--- config.mk ---
export PLATFORM = sky130hd
export DESIGN_NAME = keypad_entry_ctrl_flat
export DESIGN_NICKNAME = d
export VERILOG_FILES = /design/src/rtl/keypad_entry_ctrl_if.sv /design/src/rtl/keypad_entry_ctrl.sv /design/src/flat_wrapper.sv
export SDC_FILE = /design/constraint.sdc
export NUM_CORES = 1
export LEC_CHECK = 0
export ABC_AREA = 0
export BUFFER_PORTS_ARGS = -buffer_cell sky130_fd_sc_hd__buf_2
export CORE_UTILIZATION = 45
export DETAILED_ROUTE_END_ITERATION = 12
export PLACE_DENSITY = 0.7
export SLEW_MARGIN = 0
export SYNTH_ARGS = -nofsm -noshare
export SYNTH_HDL_FRONTEND = slang
export SYNTH_SLANG_ARGS = --single-unit
--- constraint.sdc ---
create_clock -name CLK -period 2.9 [get_ports CLK]
set_clock_uncertainty 0.1 [all_clocks]
set_input_delay 0.29 -clock CLK [delete_from_list [all_inputs] [get_ports CLK]]
set_output_delay 0.29 -clock CLK [all_outputs]
set_load 0.02 [all_outputs]
--- src/rtl/keypad_entry_ctrl_if.sv ---
`default_nettype none
// ============================================================================
//  Module   : keypad_entry_ctrl_if
//  Purpose  : Bundle of keypad-decoder inputs, LCD character-writer handshake
//             and committed-entry handoff used by keypad_entry_ctrl.
//  Ports    : (interface signals)
//             LCD_DATA[7:0]  decoder ASCII, low nibble = digit when CHK=1
//             CHK            decoder: exactly one digit key pressed
//             star, sharp    raw '*' / '#' key levels
//             LCD_BUSY       LCD writer busy
//             LCD_WR         one-cycle write strobe
//             LCD_CHAR[7:0]  character qualified by LCD_WR
//             ENTRY          packed BCD, first key in the lowest nibble
//             ENTRY_LEN[4:0] digits currently held
//             ENTRY_VALID    committed entry available until ENTRY_ACK
//             ENTRY_ACK      consumer has taken ENTRY
//  Modports : slave  - the entry controller
//             master - the keypad/LCD/consumer environment
//  Revision : 1.0 - initial release
// ============================================================================
interface keypad_entry_ctrl_if #(
  parameter int MAX_DIGITS = 16
) ();
  logic [7:0]              LCD_DATA;
  logic                    CHK;
  logic                    star;
  logic                    sharp;
  logic                    LCD_BUSY;
  logic                    LCD_WR;
  logic [7:0]              LCD_CHAR;
  logic [4*MAX_DIGITS-1:0] ENTRY;
  logic [4:0]              ENTRY_LEN;
  logic                    ENTRY_VALID;
  logic                    ENTRY_ACK;

  modport slave (
    input  LCD_DATA, CHK, star, sharp, LCD_BUSY, ENTRY_ACK,
    output LCD_WR, LCD_CHAR, ENTRY, ENTRY_LEN, ENTRY_VALID
  );

  modport master (
    output LCD_DATA, CHK, star, sharp, LCD_BUSY, ENTRY_ACK,
    input  LCD_WR, LCD_CHAR, ENTRY, ENTRY_LEN, ENTRY_VALID
  );
endinterface
`default_nettype wire

--- src/rtl/keypad_entry_ctrl.sv ---
`default_nettype none
// ============================================================================
//  Module   : keypad_entry_ctrl
//  Purpose  : Debounces keypad decoder activity, turns each press into a
//             single event, collects up to MAX_DIGITS digits into a packed
//             BCD buffer, echoes accepted keys to the LCD writer and hands a
//             committed entry to a consumer with a VALID/ACK handshake.
//             '*' is backspace, '#' is enter.
//  Ports    : CLK  - system clock, rising edge
//             RST  - synchronous active-high reset
//             bus  - keypad_entry_ctrl_if.slave (decoder inputs, LCD write
//                    strobe/char, ENTRY/ENTRY_LEN/ENTRY_VALID/ENTRY_ACK)
//  Params   : MAX_DIGITS - buffer depth in digits (1..31)
//             DEB_CYCLES - identical samples needed for a stable key (>=2)
//  Revision : 1.0 - initial release
// ============================================================================
module keypad_entry_ctrl #(
  parameter int MAX_DIGITS = 16,
  parameter int DEB_CYCLES = 4
) (
  input  logic                   CLK,
  input  logic                   RST,
  keypad_entry_ctrl_if.slave     bus
);

  localparam int                 c_CNT_W    = $clog2(DEB_CYCLES);
  localparam int                 c_IDX_W    = $clog2(4 * MAX_DIGITS);
  localparam logic [c_CNT_W-1:0] c_DEB_PRE  = c_CNT_W'(DEB_CYCLES - 2);
  localparam logic [c_CNT_W-1:0] c_DEB_LAST = c_CNT_W'(DEB_CYCLES - 1);
  localparam logic [4:0]         c_MAX_LEN  = 5'(MAX_DIGITS);

  typedef enum logic [1:0] {
    S_IDLE  = 2'd0,
    S_WRITE = 2'd1,
    S_HOLD  = 2'd2
  } state_t;

  // --------------------------------------------------------------------------
  // Debounce / event extraction
  // --------------------------------------------------------------------------
  logic [6:0]         w_code;
  logic [2:0]         w_keys;
  logic               w_same;
  logic               w_stable;
  logic [6:0]         r_prev_code;
  logic [c_CNT_W-1:0] r_deb_cnt;
  logic               r_pressed;
  logic               r_ev_digit;
  logic               r_ev_star;
  logic               r_ev_sharp;
  logic [7:0]         r_ev_char;

  assign w_code = {bus.sharp, bus.star, bus.CHK, bus.LCD_DATA[3:0]};
  assign w_keys = {bus.sharp, bus.star, bus.CHK};
  assign w_same = (w_code == r_prev_code);
  // True on the cycle whose sample brings the run of identical samples to
  // DEB_CYCLES (counter reaching DEB_CYCLES-1) and on every later cycle the
  // code stays unchanged; the press latch turns that into a single event.
  assign w_stable = w_same && (r_deb_cnt >= c_DEB_PRE);

  always_ff @(posedge CLK) begin
    if (RST) begin
      r_prev_code <= 7'd0;
      r_deb_cnt   <= '0;
      r_pressed   <= 1'b0;
      r_ev_digit  <= 1'b0;
      r_ev_star   <= 1'b0;
      r_ev_sharp  <= 1'b0;
      r_ev_char   <= 8'h00;
    end else begin
      r_prev_code <= w_code;
      r_ev_digit  <= 1'b0;
      r_ev_star   <= 1'b0;
      r_ev_sharp  <= 1'b0;

      if (!w_same) begin
        r_deb_cnt <= '0;
      end else if (r_deb_cnt != c_DEB_LAST) begin
        r_deb_cnt <= r_deb_cnt + c_CNT_W'(1);
      end

      if (w_stable) begin
        if (w_code == 7'd0) begin
          r_pressed <= 1'b0;
        end else if (!r_pressed) begin
          // Any stable non-zero code arms the latch, but only a single key
          // type produces an event; multi-key codes are swallowed.
          r_pressed  <= 1'b1;
          r_ev_digit <= (w_keys == 3'b001);
          r_ev_star  <= (w_keys == 3'b010);
          r_ev_sharp <= (w_keys == 3'b100);
          r_ev_char  <= bus.LCD_DATA;
        end
      end
    end
  end

  // --------------------------------------------------------------------------
  // Entry FSM with registered outputs
  // --------------------------------------------------------------------------
  state_t                  r_state;
  logic                    r_lcd_wr;
  logic [7:0]              r_lcd_char;
  logic [4*MAX_DIGITS-1:0] r_entry;
  logic [4:0]              r_len;
  logic                    r_valid;
  logic [4:0]              w_len_dec;
  logic [c_IDX_W-1:0]      w_put_lsb;
  logic [c_IDX_W-1:0]      w_del_lsb;

  assign w_len_dec = r_len - 5'd1;
  assign w_put_lsb = c_IDX_W'({r_len, 2'b00});
  assign w_del_lsb = c_IDX_W'({w_len_dec, 2'b00});

  always_ff @(posedge CLK) begin
    if (RST) begin
      r_state    <= S_IDLE;
      r_lcd_wr   <= 1'b0;
      r_lcd_char <= 8'h00;
      r_entry    <= '0;
      r_len      <= 5'd0;
      r_valid    <= 1'b0;
    end else begin
      r_lcd_wr <= 1'b0;
      case (r_state)
        S_IDLE: begin
          if (r_ev_digit) begin
            if (r_len < c_MAX_LEN) begin
              r_entry[w_put_lsb +: 4] <= r_ev_char[3:0];
              r_len                   <= r_len + 5'd1;
              r_lcd_char              <= r_ev_char;
              r_state                 <= S_WRITE;
            end
          end else if (r_ev_star) begin
            if (r_len != 5'd0) begin
              r_entry[w_del_lsb +: 4] <= 4'h0;
              r_len                   <= w_len_dec;
              r_lcd_char              <= 8'h08;
              r_state                 <= S_WRITE;
            end
          end else if (r_ev_sharp) begin
            if (r_len != 5'd0) begin
              r_valid <= 1'b1;
              r_state <= S_HOLD;
            end
          end
        end

        S_WRITE: begin
          if (!bus.LCD_BUSY) begin
            r_lcd_wr <= 1'b1;
            r_state  <= S_IDLE;
          end
        end

        S_HOLD: begin
          if (bus.ENTRY_ACK) begin
            r_valid    <= 1'b0;
            r_entry    <= '0;
            r_len      <= 5'd0;
            r_lcd_char <= 8'h0C;
            r_state    <= S_WRITE;
          end
        end

        default: r_state <= S_IDLE;
      endcase
    end
  end

  assign bus.LCD_WR      = r_lcd_wr;
  assign bus.LCD_CHAR    = r_lcd_char;
  assign bus.ENTRY       = r_entry;
  assign bus.ENTRY_LEN   = r_len;
  assign bus.ENTRY_VALID = r_valid;

endmodule
`default_nettype wire

--- src/flat_wrapper.sv ---
// flat-port wrapper written by rule: the top's interface ports become plain ports
module keypad_entry_ctrl_flat 
#(
  parameter int MAX_DIGITS = 16,
  parameter int DEB_CYCLES = 4
)
  (CLK, RST, bus_LCD_DATA, bus_CHK, bus_star, bus_sharp, bus_LCD_BUSY, bus_ENTRY_ACK, bus_LCD_WR, bus_LCD_CHAR, bus_ENTRY, bus_ENTRY_LEN, bus_ENTRY_VALID);
  keypad_entry_ctrl_if #(.MAX_DIGITS(MAX_DIGITS)) bus_i ();
  input  logic CLK;
  input  logic RST;
  input wire logic [$bits(bus_i.LCD_DATA)-1:0] bus_LCD_DATA;
  input wire logic [$bits(bus_i.CHK)-1:0] bus_CHK;
  input wire logic [$bits(bus_i.star)-1:0] bus_star;
  input wire logic [$bits(bus_i.sharp)-1:0] bus_sharp;
  input wire logic [$bits(bus_i.LCD_BUSY)-1:0] bus_LCD_BUSY;
  input wire logic [$bits(bus_i.ENTRY_ACK)-1:0] bus_ENTRY_ACK;
  output wire logic [$bits(bus_i.LCD_WR)-1:0] bus_LCD_WR;
  output wire logic [$bits(bus_i.LCD_CHAR)-1:0] bus_LCD_CHAR;
  output wire logic [$bits(bus_i.ENTRY)-1:0] bus_ENTRY;
  output wire logic [$bits(bus_i.ENTRY_LEN)-1:0] bus_ENTRY_LEN;
  output wire logic [$bits(bus_i.ENTRY_VALID)-1:0] bus_ENTRY_VALID;
  assign bus_i.LCD_DATA = bus_LCD_DATA;
  assign bus_i.CHK = bus_CHK;
  assign bus_i.star = bus_star;
  assign bus_i.sharp = bus_sharp;
  assign bus_i.LCD_BUSY = bus_LCD_BUSY;
  assign bus_i.ENTRY_ACK = bus_ENTRY_ACK;
  assign bus_LCD_WR = bus_i.LCD_WR;
  assign bus_LCD_CHAR = bus_i.LCD_CHAR;
  assign bus_ENTRY = bus_i.ENTRY;
  assign bus_ENTRY_LEN = bus_i.ENTRY_LEN;
  assign bus_ENTRY_VALID = bus_i.ENTRY_VALID;
  keypad_entry_ctrl #(.MAX_DIGITS(MAX_DIGITS), .DEB_CYCLES(DEB_CYCLES)) u_core (.CLK(CLK), .RST(RST), .bus(bus_i));
endmodule
## After elaboration in Yosys (flattened, before gate mapping)

Cells that the tools add are included.

- Input port bits: 15
- Flip-flop bits (word level): 102
- Bits in latches: 0
- Memories: 0
- Output and inout bits: 79
- RAM bits: 0
- Memory bits (read-only): 0

- Divide/modulo/power cells: 0
- Add/subtract/negate cells: 5
- Equality and inequality tests: 19
- Multiplexer cells: 37
- Shifts and indexed selects: 4
- Bitwise operators: 5
- Reductions and logical operators: 12
- Multiply operators: 0
- Magnitude comparators: 2

Operators by type and width:

| kind | count |
|---|---|
| 64-bit two-way mux | 5 |
| 64-bit bitwise mux | 2 |
| 64-bit case mux with 2 select lines | 1 |
| 4-bit by 8-bit variable shift with 64-bit output (first input constant) | 2 |
| 4-bit by 8-bit indexed part select with 64-bit output | 1 |
| 4-bit by 8-bit indexed part select with 64-bit output (first input constant) | 1 |
| 8-bit two-way mux | 5 |
| 5-bit two-way mux | 5 |
| 2-bit two-way mux | 8 |
| 6-bit negator with 8-bit output | 2 |
| 8-bit case mux with 2 select lines | 1 |
| 6-bit AND reduction | 2 |
| 2-bit != test (second input constant) | 5 |
| 5-bit case mux with 2 select lines | 1 |
| 4-bit by 3-bit != test with 1-bit output (second input constant) | 2 |
| 7-bit equality test | 1 |
| 7-bit zero test | 1 |
| 1-bit two-way mux | 7 |
| 3-bit by 1-bit != test with 1-bit output (second input constant) | 2 |
| 2-bit case mux with 3 select lines | 1 |
| 5-bit by 1-bit adder with 5-bit output (second input constant) | 1 |
| 5-bit less-than comparator (second input constant) | 1 |
| 1-bit inverter | 5 |
| 5-bit AND reduction | 1 |
| 19 further kinds | 21 |

## Depth between registers and ports, before layout

Gate-level depths: netlist (run 1).

- Word-level depth: 8
- Depth in mapped cells: 12
- Mapped depth without buffers: 8

## Least setup slack after synthesis (run 1)

No wires, ideal clock.

- Path kind: register -> register
- Start: register u_core.r_len[0] (netlist: u_core.bus.ENTRY_LEN[0])
- End: register u_core.r_entry[63] (netlist: u_core.bus.ENTRY[63])
- Setup time: 0.132 ns
- Setup slack: -0.123 ns
- Cell stages (with the launch flop): 11
- Required time: 2.668 ns
- Buffers on the path: 2
- Arrival: 2.791 ns
- Cell sequence: dfxtp_1 clkbuf_1 inv_1 ha_1 xor2_2 o2bb2ai_2 or2_0 buf_2 or4b_4 a31oi_4 o32ai_1

- Word-level cells in the longest chain between the ends: 8

RTL lines:

| what | line | RTL |
|---|---|---|
| start, declared | keypad_entry_ctrl.sv:105 | `logic [4:0] r_len;` |
| start signal, assigned | keypad_entry_ctrl.sv:130 | `r_len <= r_len + 5'd1;` |
| start signal, assigned | keypad_entry_ctrl.sv:137 | `r_len <= w_len_dec;` |
| 5-bit by 1-bit subtractor with 5-bit output | keypad_entry_ctrl.sv:111 | `assign w_len_dec = r_len - 5'd1;` |
| 6-bit negator with 8-bit output | keypad_entry_ctrl.sv:136 | `r_entry[w_del_lsb +: 4] <= 4'h0;` |
| 4-bit by 8-bit indexed part select with 64-bit output or 4-bit by 8-bit variable shift with 64-bit output (tied branches) | keypad_entry_ctrl.sv:136 |  |
| 64-bit bitwise mux | keypad_entry_ctrl.sv:136 |  |
| 64-bit two-way mux | keypad_entry_ctrl.sv:135 | `if (r_len != 5'd0) begin` |
| 64-bit two-way mux | keypad_entry_ctrl.sv:134 | `end else if (r_ev_star) begin` |
| 64-bit two-way mux | keypad_entry_ctrl.sv:127 | `if (r_ev_digit) begin` |
| 64-bit case mux with 2 select lines | keypad_entry_ctrl.sv:125 | `case (r_state)` |
| end signal, assigned by index | keypad_entry_ctrl.sv:129 | `r_entry[w_put_lsb +: 4] <= r_ev_char[3:0];` |
| end, declared | keypad_entry_ctrl.sv:104 | `logic [4*MAX_DIGITS-1:0] r_entry;` |

Several ways; a longest one is shown, not always the timed one. The select of a mux whose other input is x is not followed.
A chain may end at the register's enable or synchronous reset.

## Final worst setup path (run 1)

- Start: register u_core.r_len[2] (netlist: u_core.bus.ENTRY_LEN[2])
- End: register u_core.r_entry[28] (netlist: u_core.bus.ENTRY[28])

Same word-level chain as after synthesis.

==> results of run 1 <==
-- registers in the layout (all words and copies together), names as in the netlist --
name / flops
u_core.bus.ENTRY: 64
u_core.bus.LCD_CHAR: 8
u_core.r_ev_char: 8
u_core.r_prev_code: 7
u_core.bus.ENTRY_LEN: 5
u_core.r_deb_cnt: 2
u_core.r_state: 2
u_core.bus.ENTRY_VALID: 1
u_core.bus.LCD_WR: 1
u_core.r_ev_digit: 1
u_core.r_ev_sharp: 1
u_core.r_ev_star: 1
u_core.r_pressed: 1
-- final cells by class --
class | instances | area (um^2) | share of cell area
Clock buffer | 9 | 124 | 0.0224
Clock inverter | 7 | 91.3 | 0.0165
Inverter | 6 | 22.5 | 0.00407
Multi-Input combinational cell | 375 | 2430 | 0.439
Sequential cell | 102 | 2040 | 0.369
Tap cell | 133 | 166 | 0.0301
Timing Repair Buffer | 118 | 656 | 0.118
-- metal layers --
metal  GRT usage  vias up  wire (um)
li1            -     2059          -
met3      0.0548       18        697
met2       0.395      141       6140
met5           0        -          0
met4      0.0880        0        214
met1       0.329     2068       6020
-- worst max-delay path by stage --
stage / from / end / slack, ns / cells after the start
floorplan: u_core.bus.ENTRY_LEN[0]$_SDFFE_PP0P_ / u_core.bus.ENTRY[63]$_SDFFE_PP0P_ / 0.11 / 10
global placement: u_core.bus.ENTRY_LEN[2]$_SDFFE_PP0P_ / u_core.bus.ENTRY[30]$_SDFFE_PP0P_ / 0.39 / 7
detailed placement: u_core.bus.ENTRY_LEN[2]$_SDFFE_PP0P_ / u_core.bus.ENTRY[28]$_SDFFE_PP0P_ / 0.33 / 7
CTS: u_core.bus.ENTRY_LEN[2]$_SDFFE_PP0P_ / u_core.bus.ENTRY[28]$_SDFFE_PP0P_ / 0.30 / 7
global route: u_core.bus.ENTRY_LEN[0]$_SDFFE_PP0P_ / u_core.bus.ENTRY[17]$_SDFFE_PP0P_ / 0.01 / 8
finish: u_core.bus.ENTRY_LEN[2]$_SDFFE_PP0P_ / u_core.bus.ENTRY[28]$_SDFFE_PP0P_ / 0.26 / 7
-- cells in the mapped netlist (2+ instances only) --
cell type	n
clkbuf_1	23
o21ai_0	18
and3_1	7
nor2_1	45
nor4_1	5
a211oi_1	4
ha_1	8
a22o_1	18
nand3b_1	2
or3_1	4
o31ai_1	3
a32o_1	10
a311oi_1	3
nor4b_1	3
o2bb2ai_1	4
or2_1	2
o32ai_1	4
nor3_1	10
xor2_1	2
and2_1	7
a31o_2	2
nand2b_1	30
buf_2	7
a21boi_0	2
a21oi_1	26
nand2_1	37
nand3_1	23
xnor2_1	11
nor2b_1	14
o22ai_1	9
inv_1	6
mux2i_1	19
nor3b_1	3
dfxtp_1	102
buf_1	4
nand4_1	15
-- logic make-up (layout without fill, tap and decap cells) --
family	count (synthesis)	in the layout
muxes	19	19
adders and majority gates	8	8
xor gates and xnor gates	14	14
DFF	102	102
buffers and inverters	41	140
AOI/OAI and AO/OA	120	120
and+or+nand+nor	214	214
-- power groups by stage --
stage	Combinational, mW	Clock (mW)	Sequential [mW]
2_1_floorplan	0.0414	0	1.44
3_3_place_gp	0.0646	0	1.44
3_5_place_dp	0.0667	0	1.44
4_1_cts	0.0678	0.966	1.41
5_1_grt	0.0744	1.03	1.41
6_report	0.0676	0.957	1.41
-- stage by stage --
| stage | util | setup slack (ns) | cell area (um^2) | instances |
|---|---|---|---|---|
| floorplan | - | 0.106 | 4640 | 518 |
| global placement | 0.538 | 0.392 | 5310 | 733 |
| detailed placement | 0.538 | 0.331 | 5310 | 733 |
| CTS | 0.561 | 0.295 | 5540 | 750 |
| global route | 0.561 | 0.0104 | 5540 | 750 |
| finish | 0.561 | 0.256 | 5540 | 750 |
==> flow_metrics.py, run 1 <==
metrics = {
    "setup_path": {
        "cp_max_fo": 12,
        "critPathLaunchType": "register",
        "path_delay_family": "compound AO/OA/AOI/OAI gates",
        "path_cells": "buf_4 -> nor4b_1 -> nand2_1 -> nand2_1 -> a21oi_1 -> a311oi_1 -> a32o_1",
        "rrSetupSlack_ns": 0.26,
        "timing.rr.end": "u_core.bus.ENTRY[28]$_SDFFE_PP0P_",
        "crit_buf_inv": 1,
        "max_stage_delay_ns": 0.64,
        "reg2reg_depth": 7,
        "reg2reg_from": "u_core.bus.ENTRY_LEN[2]$_SDFFE_PP0P_",
        "worstPathArrival_ns": 2.86,
        "crit_path_end_kind": "register",
        "cp.required_ns": 3.12,
        "worstSetupPathType": "register to register",
        "crit_path_frequent_cell": "nand2_1",
        "crit_slowest_cell": "a311oi_1",
    },
    "layout": {
        "area_delta_synth_final_pct": 19.3,
        "final_cell_mix": "dfxtp_1 (101), buf_2 (93), nor2_1 (45), nand2_1 (37), nand2b_1 (30)",
        "final_common_cell": "dfxtp_1",
        "drive_gt1_frac": 0.237,
        "diodes": 0,
        "fill_cells": 928,
        "layout.nets": 635,
    },
    "yosys": {
        "synth_flop_cell": "dfxtp_1",
        "mappedNetlistArea_mm2": 0.00464,
        "synth_fa_ha_area_frac": 0.0216,
        "syn_nets": 541,
        "synthSimpleGateAreaFrac": 0.242,
        "synth_compound_area_frac": 0.192,
        "synthTopCellsByArea": "dfxtp_1 (44%), mux2i_1 (4.1%), nand2b_1 (4.0%), nor2_1 (3.6%), a22o_1 (3.4%)",
        "synth_edf_count": 0,
        "ys_types": 62,
        "syn_area_per_cell_um2": 8.96,
        "synth_top_family_by_area": "simple AND/OR/NAND/NOR gates",
        "yosysTopAreaCell": "dfxtp_1",
        "ys_ff_latch": 102,
        "ys_seq_area_frac": 0.440,
        "async_flop_share": 0,
        "synth_xor_area_frac": 0.0280,
        "synth_top_area_share": 0.440,
        "synthMuxAreaShare": 0.0410,
        "synthCells": 518,
        "ys_warn_count": 0,
    },
    "global_routing": {
        "antenna_found_initial": 0,
        "grt_pass1_vias": 4112,
        "gr-total-overflow": 0,
        "grt_usage": 0.248,
        "grt_pass1_wl_um": 21300,
        "grt_max_degree": 44,
    },
    "flow_run": {
        "max_cap_violations": 0,
    },
    "hold_path": {
        "hold_depth": 2,
        "hp-start": "bus_CHK",
        "hold_path_class": "primary input to register",
        "hold_end": "u_core.r_ev_star$_SDFF_PP0_",
    },
    "clock_tree": {
        "cts_buffers": 9,
        "postCtsHoldBufs": 1,
        "postCtsResizedCells": 0,
        "clockBufferDepth": 2,
        "h-tree-depth": 3,
        "clk_latency_ns": 0.37,
        "path_clk_slew_ns": 0.10,
        "cts_tree": "built",
        "clock-root-buffer": "clkbuf_8",
        "postCtsSetupRepairBufs": 0,
        "cts.sinks": 102,
    },
    "timing": {
        "final.setup.tns_ns": 0,
        "rsz0062_at_grt": "no",
        "period_share": 0.912,
        "worst_pin_slew_ns": 0.739,
        "slew_headroom": 0.503,
        "timing.fmax_ghz": 0.378,
        "timing.hold.ws_ns": 0.0364,
        "setup_viol": 0,
        "finalHoldViolCount": 0,
        "slew_violations": 0,
        "min_period_ns": 2.64,
    },
    "detailed_routing": {
        "via_per_inst": 5.71,
        "drc": 0,
        "drtAntennaViolNets": 0,
        "drtIter0Drc": 244,
        "post_drt_wl_per_cell_um": 17.4,
        "dr.pass1.iters": 5,
        "vias": 4286,
        "routed_wl_um": 13100,
    },
    "pwr": {
        "total_power_mw": 2.43,
        "intPower_mw": 1.85,
        "p_seq_frac": 0.579,
        "swShare": 0.239,
        "clkPwrFrac": 0.394,
        "p_leak_nw": 2.31,
        "p_switching_uw": 582,
        "pwr-share-comb": 0.028,
        "powerDensity_mw_per_mm2": 439,
        "ir_worst_vdd_uv": 215,
    },
    "status": {
        "status": "completed",
    },
    "place": {
        "place_congestion": 0.918,
        "portBuffers": 93,
        "dp_hpwl_um": 9580,
    },
    "floorplan": {
        "die_y_um": 104,
        "fp-row-count": 36,
        "die_x_um": 104,
        "dieArea_mm2": 0.0107,
        "initial_utilization": 0.470,
        "placeableCoreArea_mm2": 0.00986,
        "io-pin-count": 94,
    },
}
Power figures use the tool's default switching activity.
==> run 2: changes to the inputs <==
--- a/config.mk
+++ b/config.mk
@@ -7,9 +7,8 @@
 export LEC_CHECK = 0
 export ABC_AREA = 0
 export BUFFER_PORTS_ARGS = -buffer_cell sky130_fd_sc_hd__buf_2
-export CORE_UTILIZATION = 45
+export CORE_UTILIZATION = 35
 export DETAILED_ROUTE_END_ITERATION = 12
-export PLACE_DENSITY = 0.7
 export SLEW_MARGIN = 0
 export SYNTH_ARGS = -nofsm -noshare
 export SYNTH_HDL_FRONTEND = slang
==> run 2 against run 1 <==
  * Register-to-register slack worse by 0.05 ns
  * Combinational power down 1%
  * Non-clock buffer count down 3
  * Largest cell class unchanged
  * Via count down 3.0%
  * Global-route usage down 5.3 points
  * Highest routed layer unchanged
  * Final area up 2.6%
  * Setup slack worse by 0.047 ns
==> flow_metrics.py, run 2 (synthesized netlist as in run 1, its figures left out) <==
metrics = {
    "timing": {
        "timing.fmax_ghz": 0.372,
        "timing.hold.ws_ns": 0.0266,
        "setup_viol": 0,
        "period_share": 0.928,
        "min_period_ns": 2.69,
        "finalHoldViolCount": 0,
        "worst_pin_slew_ns": 0.823,
        "setup_ws_ns": 0.209,
        "rsz0062_at_grt": "no",
        "final.setup.tns_ns": 0,
        "slew_headroom": 0.447,
        "slew_violations": 0,
    },
    "floorplan": {
        "dieArea_mm2": 0.0137,
        "placeableCoreArea_mm2": 0.0128,
        "io-pin-count": 94,
        "fp-row-count": 41,
        "die_y_um": 117,
        "initial_utilization": 0.363,
        "die_x_um": 117,
    },
    "global_routing": {
        "antenna_found_initial": 0,
        "met1_usage": 0.252,
        "top_usage_layer": "met2",
        "grt_pass1_vias": 3964,
        "grt_usage": 0.195,
        "grt_pass1_wl_um": 20500,
        "grt_max_degree": 52,
        "gr-total-overflow": 0,
        "grt_use_met2": 0.319,
        "met3_usage": 0.0433,
    },
    "setup_path": {
        "cp_max_fo": 6,
        "rrSetupSlack_ns": 0.21,
        "worstPathArrival_ns": 2.82,
        "critPathLaunchType": "register",
        "worst-path-stages": 9,
        "cp.required_ns": 3.03,
        "crit_slowest_cell": "nor3_1",
        "worstSetupPathType": "register to register",
        "path_delay_family": "simple AND/OR/NAND/NOR gates",
        "crit_path_end_kind": "register",
        "max_stage_delay_ns": 0.43,
        "reg2reg_depth": 9,
        "crit_buf_inv": 2,
        "path_cells": "inv_1 -> ha_1 -> xor2_2 -> o2bb2ai_2 -> or2_0 -> buf_4 -> nor3_1 -> a221oi_2 -> a32o_1",
    },
    "place": {
        "dp_hpwl_um": 9670,
        "dpl_cell_area_mm2": 0.00534,
        "place_congestion": 0.932,
        "portBuffers": 93,
        "dp_slack_ns": 0.285,
    },
    "clock_tree": {
        "cts_tree": "built",
        "h-tree-depth": 3,
        "clk_latency_ns": 0.34,
        "cts_buffers": 9,
        "postCtsSetupRepairBufs": 0,
        "clockBufferDepth": 2,
        "path_clk_slew_ns": 0.07,
        "cts.sinks": 102,
        "postCtsHoldBufs": 0,
        "clock-root-buffer": "clkbuf_16",
    },
    "layout": {
        "utilization": 0.445,
        "diodes": 0,
        "drive_gt1_frac": 0.237,
        "final_area_mm2": 0.00568,
        "area_delta_synth_final_pct": 22.4,
        "layout.nets": 632,
        "final_common_cell": "dfxtp_1",
        "largest_reg_flops": 64,
        "final_cell_mix": "dfxtp_1 (101), buf_2 (93), nor2_1 (45), nand2_1 (37), nand2b_1 (30)",
    },
    "pwr": {
        "ir_worst_vdd_uv": 365,
        "powerDensity_mw_per_mm2": 487,
        "p_leak_nw": 2.37,
    },
    "detailed_routing": {
        "vias": 4156,
        "routed_wl_um": 12800,
        "drc": 0,
        "post_drt_wl_per_cell_um": 16.3,
        "dr.pass1.iters": 4,
        "drtIter0Drc": 215,
        "via_per_inst": 5.29,
        "drtAntennaViolNets": 0,
    },
    "status": {
        "status": "completed",
    },
    "hold_path": {
        "hold_path_class": "primary input to register",
        "hold_depth": 2,
    },
    "flow_run": {
        "max_cap_violations": 0,
    },
}
-- run 2: timing repair --
action,in CTS,in global routing
resized for setup,0,2
endpoints found under the hold margin,0,0
setup endpoints to repair,0,4
-- run 2: final timing paths --
kind / startpoint / end
worst min register to register: u_core.bus.LCD_CHAR[0]$_SDFFE_PP0P_ / u_core.bus.LCD_CHAR[0]$_SDFFE_PP0P_
worst max register to register: u_core.bus.ENTRY_LEN[0]$_SDFFE_PP0P_ / u_core.bus.ENTRY[54]$_SDFFE_PP0P_
worst min-delay path: bus_LCD_BUSY / u_core.bus.LCD_WR$_SDFF_PP0_
worst max-delay path: u_core.bus.ENTRY_LEN[0]$_SDFFE_PP0P_ / u_core.bus.ENTRY[54]$_SDFFE_PP0P_
-- run 2: layout make-up --
type	count	area [um^2]
fillers	1279	7090
multi-input cells	375	2450
flip-flops and latches	102	2040
repair buffers	115	631
clock buffers	11	253
well taps	172	215
clock inverters	4	70.1
inverters	6	22.5
-- run 2: routing by layer --
metal / part of all wire / up-vias
met5: 0 / -
met4: 0.023 / 0
met3: 0.057 / 25
met2: 0.46 / 138
met1: 0.46 / 1934
li1: - / 2059
-- run 2: where the power goes --
group,switching (mW),internal (mW),leakage [nW]
logic,0.0400,0.0268,1.38
clock network,0.496,0.795,0.161
registers,0.00211,1.41,0.824
total,0.538,2.23,2.37
-- run 2: stage by stage --
step / power (mW) / std cells
global route: 2.85 / 785
finish: 2.77 / 785
CTS: 2.79 / 785
floorplan: 1.48 / 518
global placement: 1.50 / 770
detailed placement: 1.51 / 770
